$ cat src/rtl/adc_avg_filter.sv
// Moving-average filter between the ADC receiver and the PID controller y input.
// Keeps a circular window of 2^N_LOG2 samples and publishes floor(sum / 2^N_LOG2).
module adc_avg_filter #(
   parameter int WIDTH  = 20,
   parameter int N_LOG2 = 2
) (
   input  logic             clk,
   input  logic             rst,
   input  logic             in_valid,
   input  logic [WIDTH-1:0] in_data,
   input  logic             clear,
   output logic             out_valid,
   output logic [WIDTH-1:0] out_data,
   output logic             primed
);

   localparam int                DEPTH     = 1 << N_LOG2;
   localparam int                SW        = WIDTH + N_LOG2;
   localparam logic [N_LOG2:0]   FILL_LAST = (N_LOG2 + 1)'(DEPTH - 1);

   typedef enum logic {FILL, RUN} state_t;

   state_t            r_state;
   logic [WIDTH-1:0]  r_buf [DEPTH];
   logic [N_LOG2-1:0] r_wr_ptr;
   logic [N_LOG2:0]   r_fill_cnt;
   logic [SW-1:0]     r_sum;
   logic [SW-1:0]     w_sum_new;

   // The outgoing entry is always part of r_sum, so the subtraction cannot underflow.
   assign w_sum_new = r_sum + SW'(in_data) - SW'(r_buf[r_wr_ptr]);

   always_ff @(posedge clk) begin
      if (!rst) begin
         r_state    <= FILL;
         r_wr_ptr   <= '0;
         r_fill_cnt <= '0;
         r_sum      <= '0;
         out_valid  <= 1'b0;
         out_data   <= '0;
         primed     <= 1'b0;
         for (int i = 0; i < DEPTH; i++) r_buf[i] <= '0;
      end else if (clear) begin
         // Flush history but keep the last published mean on out_data.
         r_state    <= FILL;
         r_wr_ptr   <= '0;
         r_fill_cnt <= '0;
         r_sum      <= '0;
         out_valid  <= 1'b0;
         primed     <= 1'b0;
         for (int i = 0; i < DEPTH; i++) r_buf[i] <= '0;
      end else begin
         out_valid <= 1'b0;
         if (in_valid) begin
            r_sum           <= w_sum_new;
            r_buf[r_wr_ptr] <= in_data;
            r_wr_ptr        <= r_wr_ptr + 1'b1;
            case (r_state)
               FILL: begin
                  r_fill_cnt <= r_fill_cnt + 1'b1;
                  if (r_fill_cnt == FILL_LAST) begin
                     r_state   <= RUN;
                     primed    <= 1'b1;
                     out_valid <= 1'b1;
                     out_data  <= w_sum_new[SW-1:N_LOG2];
                  end
               end
               RUN: begin
                  out_valid <= 1'b1;
                  out_data  <= w_sum_new[SW-1:N_LOG2];
               end
               default: r_state <= FILL;
            endcase
         end
      end
   end

endmodule

$ cat config.mk
export PLATFORM = sky130hd
export DESIGN_NAME = adc_avg_filter
export DESIGN_NICKNAME = d
export VERILOG_FILES = /design/src/rtl/adc_avg_filter.sv
export SDC_FILE = /design/constraint.sdc
export NUM_CORES = 1
export LEC_CHECK = 0
export BUFFER_PORTS_ARGS = -buffer_cell sky130_fd_sc_hd__buf_4
export CORE_MARGIN = 2
export CORE_UTILIZATION = 30
export DETAILED_ROUTE_END_ITERATION = 12
export GPL_TIMING_DRIVEN = 0
export PLACE_DENSITY = 0.55
export SYNTH_ARGS = -nofsm -noshare
export SYNTH_HDL_FRONTEND = slang
export SYNTH_SLANG_ARGS = --single-unit
$ cat constraint.sdc
create_clock -name clk -period 4.8 [get_ports clk]
set_clock_uncertainty 0.05 [all_clocks]
set_input_delay 0.72 -clock clk [delete_from_list [all_inputs] [get_ports clk]]
set_output_delay 0.72 -clock clk [all_outputs]
set_load 0.03 [all_outputs]
# [Word-level counts from Yosys, hierarchy flattened]
# Memory sizes are Yosys's and may differ from the RTL's. A register that Yosys moved wholly into a read port is not among the register bits.
# Cells that the tools add are included.
# Widths: inputs -> output; s select.
[word_totals] regBits=50 out_inout_bits=22 in_bits=24 ram_bits=80 memories=1
[op_classes] bitwise=8 add_sub_neg=4 muxes=22 n_reduce_logical=6 eq_ne=2
[mem_list] name="r_buf" words=4 word_bits=20 read_ports=1 rd_clocked_by_memory_dff=1 wr=4 line_no="24" rtl="logic [WIDTH-1:0] r_buf [DEPTH];"
[ops] op="$mux 20" count=6
[ops] op="$pmux 20 s2" count=1
[ops] op="$add 22x20->22" count=1
[ops] op="$sub 22x20->22" count=1
[ops] op="$reduce_or 20->1" count=1
[ops] op="$mux 1" count=11
[ops] op="$mux 2" count=3
[ops] op="$reduce_and 3->1" count=2
[ops] op="$not 1->1" count=4
[ops] op="$or 1x1->1" count=4
[ops] op="$add 3x1->3 const B" count=1
[ops] op="$eq 3x2->1 const B" count=1
[ops] op="$reduce_or 3->1" count=1
[ops] op="$add 2x1->2 const B" count=1
[ops] op="$ne 2x2->1 const B" count=1
[ops] op="$pmux 1 s2" count=1
[ops] op="$reduce_and 2->1" count=1
[ops] op="$reduce_or 2->1" count=1

# [Depth between registers and ports, before layout]
[depth] ltp_word=6 depth_mapped=15

# [Worst setup path after synthesis]
# OpenSTA, ideal clock, no wires.
[synth_timing] path_kind="reg2reg" start="register (tool-made name)" end="register out_data[15]" setup_slack_ns=0.883 arrival_time_ns=3.739 n_path_buf=1 stages_incl_launch_ff=14 period_less_slack_ns=3.917 required_ns=4.622 setup_ns=0.128 cell_sequence="dfxtp_1 -> clkbuf_1 -> mux4_2 -> fa_1 -> inv_1 -> ha_1 -> a211oi_2 -> o21ai_2 -> a41o_1 -> a211oi_2 -> nor2_2 -> o211ai_2 -> xor2_1 -> a21oi_1"
[synth_rtl] item="end signal: assignment" line_no="65" rtl="out_data <= w_sum_new[SW-1:N_LOG2];"
[synth_rtl] item="end signal: assignment" line_no="70" rtl="out_data <= w_sum_new[SW-1:N_LOG2];"
[synth_rtl] item="end: declaration" line_no="13" rtl="output logic [WIDTH-1:0] out_data,"

==> out/summary.txt <==
status: complete, no violations
sequential share of power: 0.371
Critical-path top delay cell: clkbuf_1
CTS Buf Count: 17
most used cell, CP: a21oi_1
critical path capture point type: register
# rows: 56
Final setup viols: 0
Worst EP arrival: 4650 ps
critical setup path kind: register to register
post-CTS sizing: 0
core box area: 0.0235 sq mm
htree depth: 4
Antenna Cells: 0
Mapped Area: 0.00718 sq mm
Power Density: 409 mW/mm^2
syn nets: 725
crit-path leading delay family: compound AO/OA/AOI/OAI gates
vias in the first global route: 4857
fillers: 2348
crit-path cells: clkbuf_1, mux4_2, fa_1, inv_1, ha_1, a21oi_1, nor2b_2, a41o_1, a211oi_2, nor2_2, o211ai_2, xor2_1, a21oi_1
Net Switching: 1.11 mW
RSZ-0062 raised after global routing: no
final worst-path cycle share: 0.920
Area Overhead vs Synth: 17.9%
power after layout: 3.46 mW
overall global routing resource usage: 0.137
drt pass-1 iters: 5
Slew @ Worst Pin: 1180 ps
CTS root buf: clkbuf_16
# Post-CTS Setup Buffers: 0
combinational share of power: 0.273
DRT iter0 DRCs: 269
flops & latches, synth: 132
Async SR Flop Fraction: 0
max-slew violations: 0
CP Max Fanout: 10
Max Cap Viol: 0
CTS max path bufs: 2
largest net degree at the start of global routing: 21
WL final: 16400 um
Worst path max stage delay: 650 ps
clock sinks: 132
Die Y: 159 um
predominant post-synthesis flop cell: edfxtp_1
Clock Latency Late Sink: 420 ps
GP Congestion: 0.818
TritonCTS clock tree: done
Ys Warns: 0
synthesized area per cell: 11.0 sq um
routed vias: 4723
Peak VDD IR: 0.246 mV
startpoint type of the worst setup path: register
EDFF count, synth: 80
register area share after synthesis: 0.479
Buf/Inv on CP: 2
port bufs: 44
wire per inst: 15.6 um
DIE AREA: 0.0252 sq mm
fraction of layout cells with a size suffix above 1: 0.165
# DRC: 0
Worst EP required: 5040 ps
Clk pwr share: 0.356
Initial Utilization: 0.306
post-DP HPWL: 12000 um
I/O pin count: 46
first-pass GRT wire length: 26700 um
P_int: 2.35 mW
Max Clk Rate: 227 MHz
Distinct cells, synth: 59
Post-Syn Instances: 653
min Tclk post-route: 4410 ps
r2r setup slk: 390 ps
antenna-violating nets left: 0
total gr overflow: 0
DR vias/cell: 4.51
Worst-path clk slew: 60 ps
worst relative slew slack: 0.215
Sw Share: 0.320
CTS Hold Bufs: 0
final hold vios: 0
Die Wd: 159 um
initial antenna violation count: 0
hold crit path type: register to register
Post-Route Setup TNS: 0 ps
leakage: 3.52 nW
Nets: 788
placed cells by master (no fill, tap or decap), drive strengths merged, types with 13 or more instances in the layout:
| cell type | count |
|---|---|
| a21oi | 35 |
| and2 | 80 |
| buf | 48 |
| clkbuf | 42 |
| dfxtp | 52 |
| edfxtp | 80 |
| fa | 20 |
| ha | 28 |
| inv | 92 |
| mux2i | 15 |
| mux4 | 20 |
| nand2 | 34 |
| nor2 | 46 |
| o21ai | 22 |
| xnor2 | 13 |
routing by layer:
metal,vias up,part of all wire,global-route usage
met1,2285,0.50,0.191
met5,-,0,0
met3,10,0.034,0.0269
li1,2348,-,-
met4,0,0.0095,0.0375
met2,80,0.46,0.216
synth_stat cells (4+ instances only):
master	number	area (sq um)
nand2_1	34	128
a21o_1	8	60.1
edfxtp_1	80	2400
xor2_1	4	35.0
a211oi_1	4	30.0
xnor2_1	13	114
dfxtp_1	52	1040
nor2_1	45	169
fa_1	20	400
a21oi_1	34	170
and2_1	80	500
o21a_1	8	60.1
and3_1	5	31.3
nor3_1	7	35.0
o21ai_0	17	85.1
nand3_1	7	35.0
ha_1	28	350
inv_1	85	319
o31ai_1	4	30.0
mux4_2	20	450
clkbuf_1	22	82.6
nand4_1	4	25.0
nand2b_1	6	37.5
mux2i_1	15	150
registers in the layout, summed over array words and instances, names as in the netlist, named ones only:
signal      count
r_fill_cnt      3
out_valid       1
r_sum          22
out_data       20
primed          1
r_buf          80
r_state         1
r_wr_ptr        2
path summary, 6_finish.rpt:
kind / start / endpoint / cells after the start
worst max register to register: register / out_data[15] / 13
worst max-delay path: register / out_data[15] / 13
worst min-delay path: out_data[9] / out_data[9] / 2
worst min register to register: out_data[9] / out_data[9] / 2
metrics by stage:
stage | util | cells | instance area, sq um | setup WS, ps | hold WS [ps]
detailed placement | 0.337 | 1016 | 7910 | 322 | 398
finish | 0.361 | 1048 | 8460 | 385 | 403
global route | 0.361 | 1048 | 8460 | 39.4 | 429
floorplan | - | 653 | 7180 | 883 | 389
global placement | 0.337 | 1016 | 7910 | 340 | 396
CTS | 0.361 | 1048 | 8460 | 313 | 406
logic make-up after synthesis:
| group | synth area share |
|---|---|
| AO/OA/AOI/OAI | 0.0944 |
| adder cells (fa/ha/maj) | 0.105 |
| AND/OR/NAND/NOR | 0.150 |
| XOR/XNOR | 0.0207 |
| flip-flops | 0.479 |
| buffers and inverters | 0.0674 |
| multiplexers | 0.0836 |
worst min-delay path, delay by kind of cell, from the launching register on:
family / cells / cell delay, ps
compound gates: 1 / 50
flops: 1 / 310
simple gates: 1 / 50
final cells by class:
type | count | area (sq um) | area share
plain buffers | 30 | 161 | 0.0191
well taps | 319 | 399 | 0.0472
clock inverters | 15 | 128 | 0.0151
clock buffers | 17 | 425 | 0.0503
multi-input cells | 405 | 3250 | 0.384
inverters | 86 | 323 | 0.0381
flip-flops and latches | 132 | 3440 | 0.407
repair buffers | 44 | 330 | 0.0390
power groups by stage:
stage | Sequential (mW) | Combinational (mW) | Clock [mW]
2_1_floorplan | 1.30 | 0.717 | 0
3_3_place_gp | 1.31 | 0.938 | 0
3_5_place_dp | 1.31 | 0.944 | 0
4_1_cts | 1.28 | 0.949 | 1.25
5_1_grt | 1.29 | 1.06 | 1.30
6_report | 1.28 | 0.947 | 1.23
No activity file was read; power rests on OpenSTA's default activity.
